### config.mk
export PLATFORM = sky130hd
export DESIGN_NAME = regfile_scoreboard_flat
export DESIGN_NICKNAME = d
export VERILOG_FILES = /design/src/rtl/regfile_scoreboard_if.sv /design/src/rtl/regfile_scoreboard.sv /design/src/flat_wrapper.sv
export SDC_FILE = /design/constraint.sdc
export NUM_CORES = 2
export LEC_CHECK = 0
export ABC_AREA = 0
export BUFFER_PORTS_ARGS = -buffer_cell sky130_fd_sc_hd__buf_4
export CAP_MARGIN = 20
export CORE_ASPECT_RATIO = 0.8
export CORE_MARGIN = 2
export CORE_UTILIZATION = 50
export CTS_CLUSTER_DIAMETER = 120
export CTS_CLUSTER_SIZE = 24
export DETAILED_ROUTE_END_ITERATION = 7
export GPL_ROUTABILITY_DRIVEN = 0
export MAX_ROUTING_LAYER = met4
export PLACE_DENSITY_LB_ADDON = 0.05
export SETUP_SLACK_MARGIN = 0.5
export SYNTH_ARGS = -nofsm -noshare
export SYNTH_HDL_FRONTEND = slang
export SYNTH_SLANG_ARGS = --single-unit
### constraint.sdc
create_clock -name clk -period 78.3 [get_ports clk]
set_input_delay 15.66 -clock clk [delete_from_list [all_inputs] [get_ports clk]]
set_output_delay 15.66 -clock clk [all_outputs]
set_load 0.005 [all_outputs]
### src/rtl/regfile_scoreboard_if.sv
// rtl/regfile_scoreboard_if.sv - register file read/writeback/reserve bus
interface regfile_scoreboard_if #(
    parameter int DATA_WIDTH = 32,
    parameter int ADDR_WIDTH = 5,
    parameter int NUM_READ   = 2
);
    logic [NUM_READ*ADDR_WIDTH-1:0] rd_addr;
    logic [NUM_READ*DATA_WIDTH-1:0] rd_data;
    logic [NUM_READ-1:0]            rd_busy;
    logic                           wr_en;
    logic [ADDR_WIDTH-1:0]          wr_addr;
    logic [DATA_WIDTH-1:0]          wr_data;
    logic                           rsv_en;
    logic [ADDR_WIDTH-1:0]          rsv_addr;
    logic [ADDR_WIDTH:0]            pending_count;

    // Decode/issue/writeback side drives addresses and strobes.
    modport master (
        output rd_addr, wr_en, wr_addr, wr_data, rsv_en, rsv_addr,
        input  rd_data, rd_busy, pending_count
    );

    // Register file side answers reads and tracks pending writes.
    modport slave (
        input  rd_addr, wr_en, wr_addr, wr_data, rsv_en, rsv_addr,
        output rd_data, rd_busy, pending_count
    );
endinterface

### src/rtl/regfile_scoreboard.sv
// rtl/regfile_scoreboard.sv - multi-port register file with bypass and pending-write scoreboard
module regfile_scoreboard #(
    parameter int DATA_WIDTH = 32,
    parameter int ADDR_WIDTH = 5,
    parameter int NUM_READ   = 2,
    parameter int ZERO_REG   = 1
) (
    input  logic                 clk,
    input  logic                 rst,
    regfile_scoreboard_if.slave  bus
);
    localparam int DEPTH = 1 << ADDR_WIDTH;

    logic [DATA_WIDTH-1:0] regs [DEPTH];
    logic [DEPTH-1:0]      pending;
    logic [DEPTH-1:0]      pendingNext;
    logic [ADDR_WIDTH:0]   pendingCount;
    logic [ADDR_WIDTH:0]   popNext;
    logic                  wrTake;
    logic                  rsvTake;
    logic [NUM_READ*DATA_WIDTH-1:0] rdData;
    logic [NUM_READ-1:0]            rdBusy;

    // Register 0 swallows writes and reservations when it is hardwired.
    assign wrTake  = bus.wr_en  && !((ZERO_REG != 0) && (bus.wr_addr  == '0));
    assign rsvTake = bus.rsv_en && !((ZERO_REG != 0) && (bus.rsv_addr == '0));

    // Next pending vector: writeback clears, then reserve sets so a same-address
    // reserve (younger instruction) leaves the register pending.
    always_comb begin
        pendingNext = pending;
        if (wrTake) begin
            pendingNext[bus.wr_addr] = 1'b0;
        end
        if (rsvTake) begin
            pendingNext[bus.rsv_addr] = 1'b1;
        end
    end

    // Population count of the next pending vector, registered alongside it.
    always_comb begin
        popNext = '0;
        for (int i = 0; i < DEPTH; i++) begin
            popNext = popNext + {{ADDR_WIDTH{1'b0}}, pendingNext[i]};
        end
    end

    // Data storage; reset clears every register.
    always_ff @(posedge clk or posedge rst) begin
        if (rst) begin
            for (int i = 0; i < DEPTH; i++) begin
                regs[i] <= '0;
            end
        end else if (wrTake) begin
            regs[bus.wr_addr] <= bus.wr_data;
        end
    end

    // Scoreboard bits and their count.
    always_ff @(posedge clk or posedge rst) begin
        if (rst) begin
            pending      <= '0;
            pendingCount <= '0;
        end else begin
            pending      <= pendingNext;
            pendingCount <= popNext;
        end
    end

    // Combinational read ports: zero register, then writeback bypass, then storage.
    // Reset forces zeros so a bypassed writeback cannot leak while rst is high.
    always_comb begin
        logic [ADDR_WIDTH-1:0] addr;
        rdData = '0;
        rdBusy = '0;
        addr   = '0;
        for (int p = 0; p < NUM_READ; p++) begin
            addr = bus.rd_addr[p*ADDR_WIDTH +: ADDR_WIDTH];
            if (rst) begin
                rdData[p*DATA_WIDTH +: DATA_WIDTH] = '0;
                rdBusy[p]                          = 1'b0;
            end else if ((ZERO_REG != 0) && (addr == '0)) begin
                rdData[p*DATA_WIDTH +: DATA_WIDTH] = '0;
                rdBusy[p]                          = 1'b0;
            end else if (bus.wr_en && (bus.wr_addr == addr)) begin
                rdData[p*DATA_WIDTH +: DATA_WIDTH] = bus.wr_data;
                rdBusy[p]                          = 1'b0;
            end else begin
                rdData[p*DATA_WIDTH +: DATA_WIDTH] = regs[addr];
                rdBusy[p]                          = pending[addr];
            end
        end
    end

    assign bus.rd_data       = rdData;
    assign bus.rd_busy       = rdBusy;
    assign bus.pending_count = pendingCount;
endmodule

### src/flat_wrapper.sv
// flat-port wrapper written by rule: the top's interface ports become plain ports
module regfile_scoreboard_flat 
#(
    parameter int DATA_WIDTH = 32,
    parameter int ADDR_WIDTH = 5,
    parameter int NUM_READ   = 2,
    parameter int ZERO_REG   = 1
)
  (clk, rst, bus_rd_addr, bus_wr_en, bus_wr_addr, bus_wr_data, bus_rsv_en, bus_rsv_addr, bus_rd_data, bus_rd_busy, bus_pending_count);
  regfile_scoreboard_if #(.DATA_WIDTH(DATA_WIDTH), .ADDR_WIDTH(ADDR_WIDTH), .NUM_READ(NUM_READ)) bus_i ();
  input  logic clk;
  input  logic rst;
  input wire logic [$bits(bus_i.rd_addr)-1:0] bus_rd_addr;
  input wire logic [$bits(bus_i.wr_en)-1:0] bus_wr_en;
  input wire logic [$bits(bus_i.wr_addr)-1:0] bus_wr_addr;
  input wire logic [$bits(bus_i.wr_data)-1:0] bus_wr_data;
  input wire logic [$bits(bus_i.rsv_en)-1:0] bus_rsv_en;
  input wire logic [$bits(bus_i.rsv_addr)-1:0] bus_rsv_addr;
  output wire logic [$bits(bus_i.rd_data)-1:0] bus_rd_data;
  output wire logic [$bits(bus_i.rd_busy)-1:0] bus_rd_busy;
  output wire logic [$bits(bus_i.pending_count)-1:0] bus_pending_count;
  assign bus_i.rd_addr = bus_rd_addr;
  assign bus_i.wr_en = bus_wr_en;
  assign bus_i.wr_addr = bus_wr_addr;
  assign bus_i.wr_data = bus_wr_data;
  assign bus_i.rsv_en = bus_rsv_en;
  assign bus_i.rsv_addr = bus_rsv_addr;
  assign bus_rd_data = bus_i.rd_data;
  assign bus_rd_busy = bus_i.rd_busy;
  assign bus_pending_count = bus_i.pending_count;
  regfile_scoreboard #(.DATA_WIDTH(DATA_WIDTH), .ADDR_WIDTH(ADDR_WIDTH), .NUM_READ(NUM_READ), .ZERO_REG(ZERO_REG)) u_core (.clk(clk), .rst(rst), .bus(bus_i));
endmodule
==> run summary <==
Outcome = completed
Leak = 26.5 nW
Asr flop ratio synth = 100%
Crit path launch = bus_rd_addr[0]
Crit-path leading delay family = buffers and inverters
Cells after Synth = 4110
Setup crit start kind = input port
Hold Crit Depth = 0
CP endpoint kind = output port
FF+latch area = 0.0266 sq mm
Vias in the first global route = 40900
Final setup viols = 0
Post-DR wirelength/cell = 37.9 microns
Number of synthesized flops with an enable pin = 0
Adder-Cell Fraction of Synth Area = 1.01%
Clk Latency, worst-skew pair = 0.68 ns
Critical Path Max Stage Delay = 0.88 ns
Clock skew = 0.0150 ns
RSZ-0062 raised after global routing = false
Worst Hold Launch = u_core.regs[1007]
Pins Over Slew Limit = 0
MaxCap Viol Count = 0
Min Tclk post-route = 36.83 ns
Grt total ovfl = 0
Main combinational cell family by area after synthesis = multiplexers
Area Overhead vs Synth = 5.47%
Final nets = 4016
FP Rows = 111
Seq cells post-synth = 1062
Crit-path slowest cell = buf_4
Mean area per synthesized cell = 14.0 sq um
Mapped Area = 0.0577 sq mm
Crit share post-route = 47.0%
Post-Syn Nets = 4198
Initial Util = 50.4%
Multi-input gate area = 0.0290 sq mm
FF-to-FF path depth = 18
Worst path depth = 10
Slew @ Worst Pin = 1.25 ns
Initial antenna violation count = 4
Most used cell along the critical path = buf_4
IO Port Bufs = 127
I/O Pins = 128
Largest net degree at the start of global routing = 188
Die height = 308 microns
Netlist cell types = 64
Die X = 384 microns
Critical path, cell by cell = buf_8 -> buf_4 -> buf_4 -> buf_4 -> buf_4 -> mux4_2 -> a211oi_1 -> a21oi_1 -> o32a_1 -> buf_4
CTS Buf Count = 50
Die ar. = 0.118 sq mm
Via density = 7.21
CTS tree = done
HPWL after DPL = 116000 microns
Crit path max fanout = 63
Power density over the cells = 25.6 mW/mm^2
Synth warn = 0
Post-CTS setup buffers = 0
Clock Path Buffers = 3
Core area = 0.114 sq mm
Clock Tree Root = clkbuf_16
Fillers = 9373
Share of cells above drive strength 1 = 44.4%
Clock Pin Slew Worst Setup and Hold Paths = 0.10 ns
Critical path type = in2out
Setup TNS = 0 ns
Slew HR = 16.8%
Number of H-tree levels = 2
Sequential area share after synthesis = 46.1%
Peak supply drop = 0.0692 mV
Worst reg-to-reg setup slack = 72.72 ns
Clk sinks = 1062
Hold-fix buffers at CTS = 0
WP data arrival = 21.17 ns
Residual DRC = 0
RR Startpoint = u_core.pending[1]
DR iter-0 viols = 4303
Resized cells post-CTS = 0
Fmax achieved = 27.2 MHz
DRT antenna net count = 0
Multiplexer share of the synthesized area = 39.8%
Total GRT Usage = 36.1%
Critical Path RT = 62.64 ns
HP Class = reg2reg
Detailed Route WL = 207000 microns
Synth Area in Compound Gates = 6.53%
Synth Area in XOR/XNOR = 0.197%
Worst path buffer plus inverter count = 6
Initial DRT Pass Iterations = 6
Most common flop cell mapped by yosys = dfrtp_1
First-pass GRT wire length = 298000 microns
Via Count = 39300
Post-Synth Simple-Gate Area = 2.37%
Number of hold violations in the final report = 0
Tot Pwr = 0.00155 W
## power breakdown
group | internal [W] | switching (W) | leakage [nW]
clock network | 0.000118 | 0.000185 | 0.643
registers | 0.000657 | 0.0000824 | 13.6
logic | 0.000265 | 0.000248 | 12.2
## path summary, 6_finish.rpt
kind	to
worst max-delay path	bus_rd_data[26]
worst min-delay path	u_core.regs[1007]
worst max register to register	u_core.bus.pending_count[4]
worst min register to register	u_core.regs[1007]
max in group asynchronous	u_core.regs[819]
min in group asynchronous	u_core.regs[737]
## cells in the mapped netlist (33+ instances only)
cell type	count	area, sq um
a22oi_1	45	338
a211oi_1	33	248
nor3_1	54	270
mux2i_1	285	2850
o21ai_0	33	165
mux4_2	386	8690
o22ai_1	176	1100
mux2_2	1013	11400
nor2_1	53	199
nand2_1	66	248
clkbuf_1	225	845
buf_2	201	1010
dfrtp_1	1062	26600
o32a_1	61	611
a21oi_1	74	370
inv_1	52	195
o221ai_1	33	289
## final cells by class
| class | instances | share of cell area, % |
|---|---|---|
| Clock buffer | 51 | 2.10 |
| Inverter | 55 | 0.352 |
| Sequential cell | 1062 | 43.7 |
| Clock inverter | 2 | 0.0473 |
| Multi-Input combinational cell | 2533 | 47.7 |
| Tap cell | 1525 | 3.14 |
| Timing Repair Buffer | 226 | 3.00 |
| Antenna cell | 3 | 0.0123 |
## cell families (layout without fill, tap and decap cells)
| logic type | after synthesis | count (layout) |
|---|---|---|
| buf+inv | 515 | 334 |
| mux | 1685 | 1685 |
| compound gates | 536 | 536 |
| other cells | 0 | 3 |
| flops | 1062 | 1062 |
| simple gates | 267 | 267 |
| xor+xnor | 13 | 13 |
| fa+ha+maj | 32 | 32 |
## flip-flops by register name (all words and copies together) (netlist names)
signal,count
u_core.bus.pending_count,6
u_core.regs,1024
u_core.pending,32
## worst reg2reg max path, stage by stage (launching register included)
cell and delay, ns:
dfrtp_1 0.43, nand2_1 0.06, o21ai_0 0.16, ha_1 0.33
fa_1 0.48, inv_1 0.05, fa_1 0.48, fa_1 0.53
inv_1 0.05, fa_1 0.48, inv_1 0.05, fa_1 0.48
inv_1 0.05, fa_1 0.46, fa_1 0.43, fa_1 0.48
a21o_1 0.17, a21oi_1 0.17, xnor2_1 0.15
## placed cells by master (no fill, tap or decap), types with 53 or more instances in the layout
master   instances
a21oi_1         74
buf_4          214
dfrtp_1       1062
mux2_2        1013
mux2i_1        285
mux4_2         386
nor3_1          53
o22ai_1        176
o32a_1          61
## through the flow
stage          instance area, sq um  hold slack [ns]  utilization, %  cells  setup slack (ns)
2_1_floorplan                 57700            0.441               -   4110             19.56
3_3_place_gp                  59400            0.376            51.9   5397             41.47
3_5_place_dp                  59500            0.383            52.0   5398             41.44
4_1_cts                       60800            0.406            53.1   5451             41.44
5_1_grt                       60800            0.418            53.2   5456             41.06
6_report                      60900            0.403            53.2   5457             41.47
## routing by layer
layer  global-route usage (%)  part of all wire [%]  up-vias  wire length (microns)
li1                         -                     -    15400                      -
met1                     49.0                    42    21300                  86000
met2                     53.5                    45     2115                  93500
met3                     7.06                   8.6      508                  17800
met4                     14.9                   4.7        0                   9800
met5                        -                     0        -                      0
(Power assumes the default switching activity.)
